<file path="src/rtl/io_port_responder.sv">
// Port-I/O responder: GPIO register, TX/RX FIFOs and sticky status behind four CPU ports.
// Latency: writes take effect on the next clk; read data on `in` is registered (1 cycle).
// Backpressure: tx_valid/tx_ready drains TX; rx_ready drops when RX is full; a TX push to a full FIFO is dropped.
module io_port_responder #(
  parameter int          DEPTH     = 8,
  parameter logic [15:0] PORT_BASE = 16'h0001
) (
  input  logic        clk,
  input  logic        reset,
  input  logic [15:0] base,
  input  logic [15:0] data,
  input  logic        flag,
  output logic [15:0] in,
  output logic [15:0] gpio_out,
  input  logic [15:0] gpio_in,
  output logic [15:0] tx_data,
  output logic        tx_valid,
  input  logic        tx_ready,
  input  logic [15:0] rx_data,
  input  logic        rx_valid,
  output logic        rx_ready
);

  localparam int             AW   = $clog2(DEPTH);
  localparam int             CW   = AW + 1;
  localparam logic [CW-1:0]  FULL = CW'(DEPTH);

  // Address decode: offset wraps in 16 bits, so addresses below PORT_BASE are never selected.
  logic [15:0] off;
  logic        sel;
  logic [1:0]  idx;
  logic        wr_gpio, wr_tx, wr_clr, wr_pop;

  assign off     = base - PORT_BASE;
  assign sel     = (off < 16'd4);
  assign idx     = off[1:0];
  assign wr_gpio = flag & sel & (idx == 2'd0);
  assign wr_tx   = flag & sel & (idx == 2'd1);
  assign wr_clr  = flag & sel & (idx == 2'd2);
  assign wr_pop  = flag & sel & (idx == 2'd3);

  // State registers
  logic [15:0]   in_q, in_d, gpio_q, gpio_d, sync1_q, sync1_d, sync2_q, sync2_d;
  logic [AW-1:0] tx_wptr_q, tx_wptr_d, tx_rptr_q, tx_rptr_d;
  logic [AW-1:0] rx_wptr_q, rx_wptr_d, rx_rptr_q, rx_rptr_d;
  logic [CW-1:0] tx_cnt_q, tx_cnt_d, rx_cnt_q, rx_cnt_d;
  logic          rx_ready_q, rx_ready_d, tx_ovf_q, tx_ovf_d, rx_udf_q, rx_udf_d;

  logic [15:0] tx_mem [DEPTH];
  logic [15:0] rx_mem [DEPTH];

  logic tx_push, tx_pop, rx_push, rx_pop;

  assign tx_valid = (tx_cnt_q != '0);
  assign tx_data  = tx_mem[tx_rptr_q];
  assign tx_pop   = tx_valid & tx_ready;
  // A full FIFO still accepts a push when the head leaves in the same cycle.
  assign tx_push  = wr_tx & ((tx_cnt_q != FULL) | tx_pop);

  assign rx_ready = rx_ready_q;
  assign rx_push  = rx_valid & rx_ready_q;
  assign rx_pop   = wr_pop & (rx_cnt_q != '0);

  assign in       = in_q;
  assign gpio_out = gpio_q;

  // TX FIFO pointer and occupancy update
  always_comb begin
    tx_wptr_d = tx_wptr_q;
    tx_rptr_d = tx_rptr_q;
    tx_cnt_d  = tx_cnt_q;
    if (tx_push) tx_wptr_d = tx_wptr_q + 1'b1;
    if (tx_pop)  tx_rptr_d = tx_rptr_q + 1'b1;
    case ({tx_push, tx_pop})
      2'b10:   tx_cnt_d = tx_cnt_q + 1'b1;
      2'b01:   tx_cnt_d = tx_cnt_q - 1'b1;
      default: tx_cnt_d = tx_cnt_q;
    endcase
  end

  // RX FIFO pointer and occupancy update; rx_ready follows the next count
  always_comb begin
    rx_wptr_d = rx_wptr_q;
    rx_rptr_d = rx_rptr_q;
    rx_cnt_d  = rx_cnt_q;
    if (rx_push) rx_wptr_d = rx_wptr_q + 1'b1;
    if (rx_pop)  rx_rptr_d = rx_rptr_q + 1'b1;
    case ({rx_push, rx_pop})
      2'b10:   rx_cnt_d = rx_cnt_q + 1'b1;
      2'b01:   rx_cnt_d = rx_cnt_q - 1'b1;
      default: rx_cnt_d = rx_cnt_q;
    endcase
    rx_ready_d = (rx_cnt_d != FULL);
  end

  // Sticky error bits: clear first so a same-cycle set wins
  always_comb begin
    tx_ovf_d = tx_ovf_q;
    rx_udf_d = rx_udf_q;
    if (wr_clr && data[0])           tx_ovf_d = 1'b0;
    if (wr_tx && !tx_push)           tx_ovf_d = 1'b1;
    if (wr_pop && (rx_cnt_q == '0))  rx_udf_d = 1'b1;
  end

  // GPIO register, input synchroniser and registered read mux
  always_comb begin
    gpio_d  = wr_gpio ? data : gpio_q;
    sync1_d = gpio_in;
    sync2_d = sync1_q;
    in_d    = 16'h0000;
    if (sel) begin
      case (idx)
        2'd0: in_d = sync2_q;
        2'd1: in_d = {8'h00, 8'(tx_cnt_q)};
        2'd2: in_d = {9'b0, (rx_cnt_q == FULL), (rx_cnt_q == '0), (tx_cnt_q == FULL),
                      (tx_cnt_q == '0), rx_udf_q, 1'b0, tx_ovf_q};
        default: in_d = (rx_cnt_q != '0) ? rx_mem[rx_rptr_q] : 16'h0000;
      endcase
    end
  end

  // Control state with asynchronous active-low reset
  always_ff @(posedge clk or negedge reset) begin
    if (!reset) begin
      in_q       <= '0;
      gpio_q     <= '0;
      sync1_q    <= '0;
      sync2_q    <= '0;
      tx_wptr_q  <= '0;
      tx_rptr_q  <= '0;
      tx_cnt_q   <= '0;
      rx_wptr_q  <= '0;
      rx_rptr_q  <= '0;
      rx_cnt_q   <= '0;
      rx_ready_q <= 1'b0;
      tx_ovf_q   <= 1'b0;
      rx_udf_q   <= 1'b0;
    end else begin
      in_q       <= in_d;
      gpio_q     <= gpio_d;
      sync1_q    <= sync1_d;
      sync2_q    <= sync2_d;
      tx_wptr_q  <= tx_wptr_d;
      tx_rptr_q  <= tx_rptr_d;
      tx_cnt_q   <= tx_cnt_d;
      rx_wptr_q  <= rx_wptr_d;
      rx_rptr_q  <= rx_rptr_d;
      rx_cnt_q   <= rx_cnt_d;
      rx_ready_q <= rx_ready_d;
      tx_ovf_q   <= tx_ovf_d;
      rx_udf_q   <= rx_udf_d;
    end
  end

  // FIFO storage needs no reset: contents are only visible while the count is non-zero
  always_ff @(posedge clk) begin
    if (tx_push) tx_mem[tx_wptr_q] <= data;
    if (rx_push) rx_mem[rx_wptr_q] <= rx_data;
  end

endmodule

</file>
<file path="config.mk">
export PLATFORM = sky130hd
export DESIGN_NAME = io_port_responder
export DESIGN_NICKNAME = d
export VERILOG_FILES = /design/src/rtl/io_port_responder.sv
export SDC_FILE = /design/constraint.sdc
export NUM_CORES = 1
export LEC_CHECK = 0
export ABC_AREA = 1
export CORE_MARGIN = 2
export CORE_UTILIZATION = 54
export CTS_BUF_LIST = sky130_fd_sc_hd__clkbuf_2
export DETAILED_ROUTE_END_ITERATION = 7
export GPL_ROUTABILITY_DRIVEN = 0
export PLACE_DENSITY = 0.76
export SLEW_MARGIN = 20
export SYNTH_ARGS = -nofsm -noshare
export SYNTH_HDL_FRONTEND = slang
export SYNTH_SLANG_ARGS = --single-unit
</file>
<file path="constraint.sdc">
create_clock -name clk -period 2.46 [get_ports clk]
set_input_delay 0.246 -clock clk [delete_from_list [all_inputs] [get_ports clk]]
set_output_delay 0.246 -clock clk [all_outputs]
set_load 0.01 [all_outputs]
</file>
## Word-level counts from Yosys, hierarchy flattened

Memories as Yosys holds them, arrays and structs flattened.
Cells that the tools add are included.
Widths: inputs -> output; s select.

| operators by class | value |
|---|---|
| $add $sub $neg | 9 |
| order comparisons | 1 |
| equal/unequal tests | 11 |
| mux-type cells | 11 |
| bitwise gates (word level) | 10 |
| reduce and logical (&&, ||, !) cells | 11 |

Operators with widths:

| operator | number |
|---|---|
| $pmux 16 s3 | 1 |
| $mux 16 | 2 |
| $lt 16x3->1 const B | 1 |
| $pmux 4 s2 | 2 |
| $sub 16x1->16 const B | 1 |
| $add 3x1->3 const B | 4 |
| $and 1x1->1 | 9 |
| $add 4x1->4 const B | 2 |
| $eq 2x2->1 const B | 4 |
| $eq 4x4->1 const B | 2 |
| $logic_not 4->1 | 2 |
| $ne 4x4->1 const B | 2 |
| $reduce_bool 4->1 | 2 |
| $sub 4x1->4 const B | 2 |
| $eq 2x1->1 const B | 3 |
| $mux 1 | 6 |
| $reduce_bool 2->1 | 2 |
| $logic_and 1x1->1 | 3 |
| $logic_not 2->1 | 1 |
| $logic_not 1->1 | 1 |
| $or 1x1->1 | 1 |

| word-level totals | value |
|---|---|
| flip-flop bits (word level) | 87 |
| bits in writable memories | 256 |
| bits of input ports | 69 |
| output and inout port bits | 50 |
| word-level logic and storage cells | 68 |
| memories kept | 2 |

Memories:

| name | words | width | rd ports | clocked after memory_dff | wr ports | line | source |
|---|---|---|---|---|---|---|---|
| rx_mem | 8 | 16 | 1 | 0 | 1 | 50 | `logic [15:0] rx_mem [DEPTH];` |
| tx_mem | 8 | 16 | 1 | 0 | 1 | 49 | `logic [15:0] tx_mem [DEPTH];` |

## Longest topological paths before layout

Gate-level depths: netlist of run 1.

| depth | value |
|---|---|
| depth in word-level cells | 8 |
| gate-level depth with buffers | 21 |
| depth with buffers taken out | 21 |

## Worst setup path before layout of run 1

OpenSTA, ideal clock, no wires.

| timing | value |
|---|---|
| kind | input to register |
| start point | input port base[3] |
| end point | memory tx_mem[3][0] (enable) |
| setup time | 0.409 ns |
| data arrival time | 2.786 ns |
| data required time | 2.051 ns |
| setup slack | -0.735 ns |
| stages on the path | 15 |
| path buffers | 0 |
| cells stage by stage | nor2_1 -> nand2_4 -> nor2_4 -> nand2_1 -> nand2_1 -> nand3_1 -> nor2_2 -> nand4_4 -> inv_2 -> nand2_1 -> nor2_4 -> inv_2 -> nor2_2 -> inv_2 -> nor3_1 |

| between the ends | value |
|---|---|
| longest elaborated chain between the ends | 7 |

Ends and longest elaborated chain:

| what | line | source |
|---|---|---|
| start: declaration | 10 | `input logic [15:0] base,` |
| $sub 16x1->16 | 34 | `assign off = base - PORT_BASE;` |
| $lt 16x3->1 | 35 | `assign sel = (off < 16'd4);` |
| $and 1x1->1 (2 in series) | 38 | `assign wr_tx = flag & sel & (idx == 2'd1);` |
| $and 1x1->1 | 58 | `assign tx_push = wr_tx & ((tx_cnt_q != FULL) \| tx_pop);` |
| $mux 1 | 157 | `if (tx_push) tx_mem[tx_wptr_q] <= data;` |
| $mux 1 (not written as such) | 157 |  |
| end: declaration | 49 |  |

No other way between the ends.

## Worst setup path in the final report of run 1

| timing | value |
|---|---|
| start point | register tx_rptr_q[0] |
| end point | output port tx_data[0] |

| between the ends | value |
|---|---|
| longest elaborated chain between the ends | 1 |

Ends and longest elaborated chain:

| what | line | source |
|---|---|---|
| start: declaration | 44 | `logic [AW-1:0] tx_wptr_q, tx_wptr_d, tx_rptr_q, tx_rptr_d;` |
| start signal: assignment | 144 | `tx_rptr_q <= tx_rptr_d;` |
| $mem_v2 8x16 | n/a |  |
| end: declaration | 16 | `output logic [15:0] tx_data,` |

No other way between the ends.

==> impl_metrics.json, run 1 <==
{
  "status": "finished with violations",
  "violations": "setup timing",
  "p_per_area_mw_per_mm2": 882.4,
  "hold_viol": 0,
  "critPathKind": "flop to output port",
  "fp.dieH_um": 163.0,
  "drcViolationCount": 0,
  "slew_viol_final": 0,
  "numClockSinks": 343,
  "fin_crit_sh": 1.056,
  "io-pin-count": 119,
  "setup_slack_ns": -0.1382,
  "synth_cell_type_count": 39,
  "core.rowCount": 58,
  "fin_cells": 1807,
  "placedCellCount": 1610,
  "postRouteAntennaNets": 0,
  "max_freq_ghz": 0.3849,
  "async_flop_share": 0.2536,
  "cts_root_buffer": "clkbuf_2",
  "start_util": 0.5454,
  "postPlaceCellArea_sq_mm": 0.01601,
  "antenna_found_initial": 1,
  "hold_depth": 1,
  "vias_per_cell": 5.500,
  "path_clk_slew_ns": 0.11,
  "r2r_cells": 15,
  "peakVddDrop_mv": 0.4800,
  "hold_ws_ns": 0.09532,
  "tightest_slew_ns": 0.4356,
  "grt_max_degree": 54,
  "crit_path_start_kind": "flop",
  "intPower_uw": 10350,
  "required_ns": 2.21,
  "overflow": 0,
  "setup_violations": 14,
  "core_area_sq_mm": 0.02504,
  "avgRoutedWirePerCell_um": 19.02,
  "switchingPower_uw": 5072,
  "dpl.hpwl_mm": 19.93,
  "clockBufferDepth": 3,
  "hp-class": "input port to flop",
  "h-tree-depth": 3,
  "via_count": 9938,
  "cts_buffers": 82,
  "relSlewSlack": 0.7087,
  "syn_area_per_cell_sq_um": 12.23,
  "grt_pass1_wl_mm": 52.27,
  "crit_fanout": 12,
  "nNetsFinal": 1486,
  "power.leakage_uw": 0.006848,
  "die_w_um": 163.0,
  "postSynthCellCount": 1117,
  "clkLatencyLatePin_ns": 0.92,
  "synth_nets": 1196,
  "skew_ns": 0.08218,
  "netlist_area_sq_mm": 0.01366,
  "fin_setup_tns_ns": -0.8411,
  "drive_gt1_frac": 0.2310,
  "yosysSeqAreaShare": 0.7224,
  "synth-seq-cells": 343,
  "endpoint_kind": "output port",
  "pwr-share-comb": 0.299,
  "drv_cap": 0,
  "clkPwrFrac": 0.254,
  "fin_area_sq_mm": 0.01748,
  "io_buffers": 118,
  "seqPwrFrac": 0.447,
  "rsz0062_at_grt": "true",
  "die_area_sq_mm": 0.02658,
  "synth_edf_count": 256,
  "synthFlopType": "edfxtp_1",
  "yosys_warnings": 0,
  "area_delta_synth_final_pct": 27.98,
  "track_usage": 0.2586,
  "layout.cells.most_common": "edfxtp_1",
  "wl_mm": 34.37,
  "fin_crit_ns": 2.598,
  "rrSetupSlack_ns": 0.18,
  "drt_iter0_drc": 933,
  "switching_share": 0.3289,
  "dr.pass1.iters": 5,
  "final_cell_mix": "edfxtp_1, nor2_1, clkbuf_2",
  "grt_pass1_vias": 9941,
  "cts_tree": "done",
  "cp.arrival_ns": 2.35
}
## Yosys cell counts (all sizes together), types with 4 or more instances
master  count  area share
edfxtp    256        0.56
nor2      234       0.068
o21ai     143       0.053
nand2     120       0.034
dfrtp      87        0.16
inv        52       0.014
clkbuf     47       0.013
o22ai      40       0.018
nand3      22      0.0088
a31oi      16      0.0073
mux2       16       0.013
a21oi      15      0.0055
nor3       12      0.0044
o221ai     10      0.0064
ha          9      0.0082
xor2        9      0.0058
nand4       5      0.0034
a221oi      4      0.0026
## metal layers
layer / up-vias / routed length (um) / GRT usage
li1: 4614 / - / -
met1: 4828 / 13230 / 0.3234
met2: 427 / 17510 / 0.4343
met3: 69 / 2697 / 0.06602
met4: 0 / 928 / 0.1042
met5: - / 0 / 0
## metrics by stage
step | setup slack (ns) | utilization | power (uW)
global placement | -0.6584 | 0.6396 | 10660
detailed placement | -0.7615 | 0.6396 | 10770
finish | -0.1382 | 0.6981 | 15420
floorplan | -0.1612 | - | 9061
global route | -0.2458 | 0.6981 | 16230
CTS | -0.1259 | 0.6925 | 15200
## sequential cells by signal, indices dropped and copies added (netlist names)
| register | cells |
|---|---|
| gpio_out | 16 |
| in | 16 |
| rx_cnt_q | 4 |
| rx_mem | 128 |
| rx_ready | 1 |
| rx_rptr_q | 3 |
| rx_udf_q | 1 |
| rx_wptr_q | 3 |
| sync1_q | 16 |
| sync2_q | 16 |
| tx_cnt_q | 4 |
| tx_mem | 128 |
| tx_ovf_q | 1 |
| tx_rptr_q | 3 |
| tx_wptr_q | 3 |
## power groups by stage
| stage | combinational [uW] | clock (uW) | sequential (uW) |
|---|---|---|---|
| 2_1_floorplan | 2090 | 0 | 6970 |
| 3_3_place_gp | 3680 | 0 | 6980 |
| 3_5_place_dp | 3770 | 0 | 7000 |
| 4_1_cts | 4340 | 3980 | 6880 |
| 5_1_grt | 4960 | 4320 | 6940 |
| 6_report | 4610 | 3910 | 6900 |
## cell type report
class                           count  area [sq um]
Tap cell                          330         412.9
Inverter                           52         197.7
Sequential cell                   343          9868
Clock buffer                      132         660.6
Multi-Input combinational cell    673          3660
Fill cell                        1687          7560
Timing Repair Buffer              255          2521
Antenna cell                        1         2.502
Clock inverter                     21         153.9
## repair_timing
item | 4_1_cts | 5_1_grt
pin swaps | 13 | 12
hold buffers | 20 | 0
gates resized for setup | 111 | 38
endpoints found under the hold margin | 106 | 0
setup endpoints to repair | 17 | 18
buffers inserted | 14 | 5
cloned | 5 | 2
## cells by family (layout without fill, tap and decap cells)
group	Yosys count	in the layout	share of synthesized area
adder cells (fa/ha/maj)	10	10	0.009713
multiplexers	16	16	0.01319
flip-flops	343	343	0.7224
AO/OA/AOI/OAI	236	236	0.09749
XOR/XNOR	12	12	0.007697
buffers and inverters	101	460	0.02831
other	0	1	0
AND/OR/NAND/NOR	399	399	0.1212
## worst paths after layout
kind | startpoint | end
max | tx_rptr_q[0]$_DFFE_PN0P_ | tx_data[0]
min | data[2] | tx_mem[0][2]$_DFFE_PP_
max reg2reg | rx_cnt_q[1]$_DFF_PN0_ | rx_ready$_DFF_PN0_
min reg2reg | sync1_q[6]$_DFF_PN0_ | sync2_q[6]$_DFF_PN0_
max in group asynchronous | reset | in[3]$_DFF_PN0_
min in group asynchronous | reset | gpio_out[6]$_DFFE_PN0P_
## worst max-delay path, cell delays in order, from the launching register on
cell and delay (ns):
dfrtp_2 0.46, buf_4 0.18, buf_12 0.14, o21ai_0 0.11
o22ai_1 0.18, nor2_1 0.06, a31oi_1 0.20, buf_2 0.17
(Power assumes the default switching activity.)
==> run 2: changes to the inputs <==
--- a/config.mk
+++ b/config.mk
@@ -6,9 +6,11 @@
 export NUM_CORES = 1
 export LEC_CHECK = 0
 export ABC_AREA = 1
+export CAP_MARGIN = 20
 export CORE_MARGIN = 2
 export CORE_UTILIZATION = 54
 export CTS_BUF_LIST = sky130_fd_sc_hd__clkbuf_2
+export CTS_CLUSTER_SIZE = 25
 export DETAILED_ROUTE_END_ITERATION = 7
 export GPL_ROUTABILITY_DRIVEN = 0
 export PLACE_DENSITY = 0.76
==> results of run 2 <==
Final layout, timing and power as in run 1 (identical DEF).
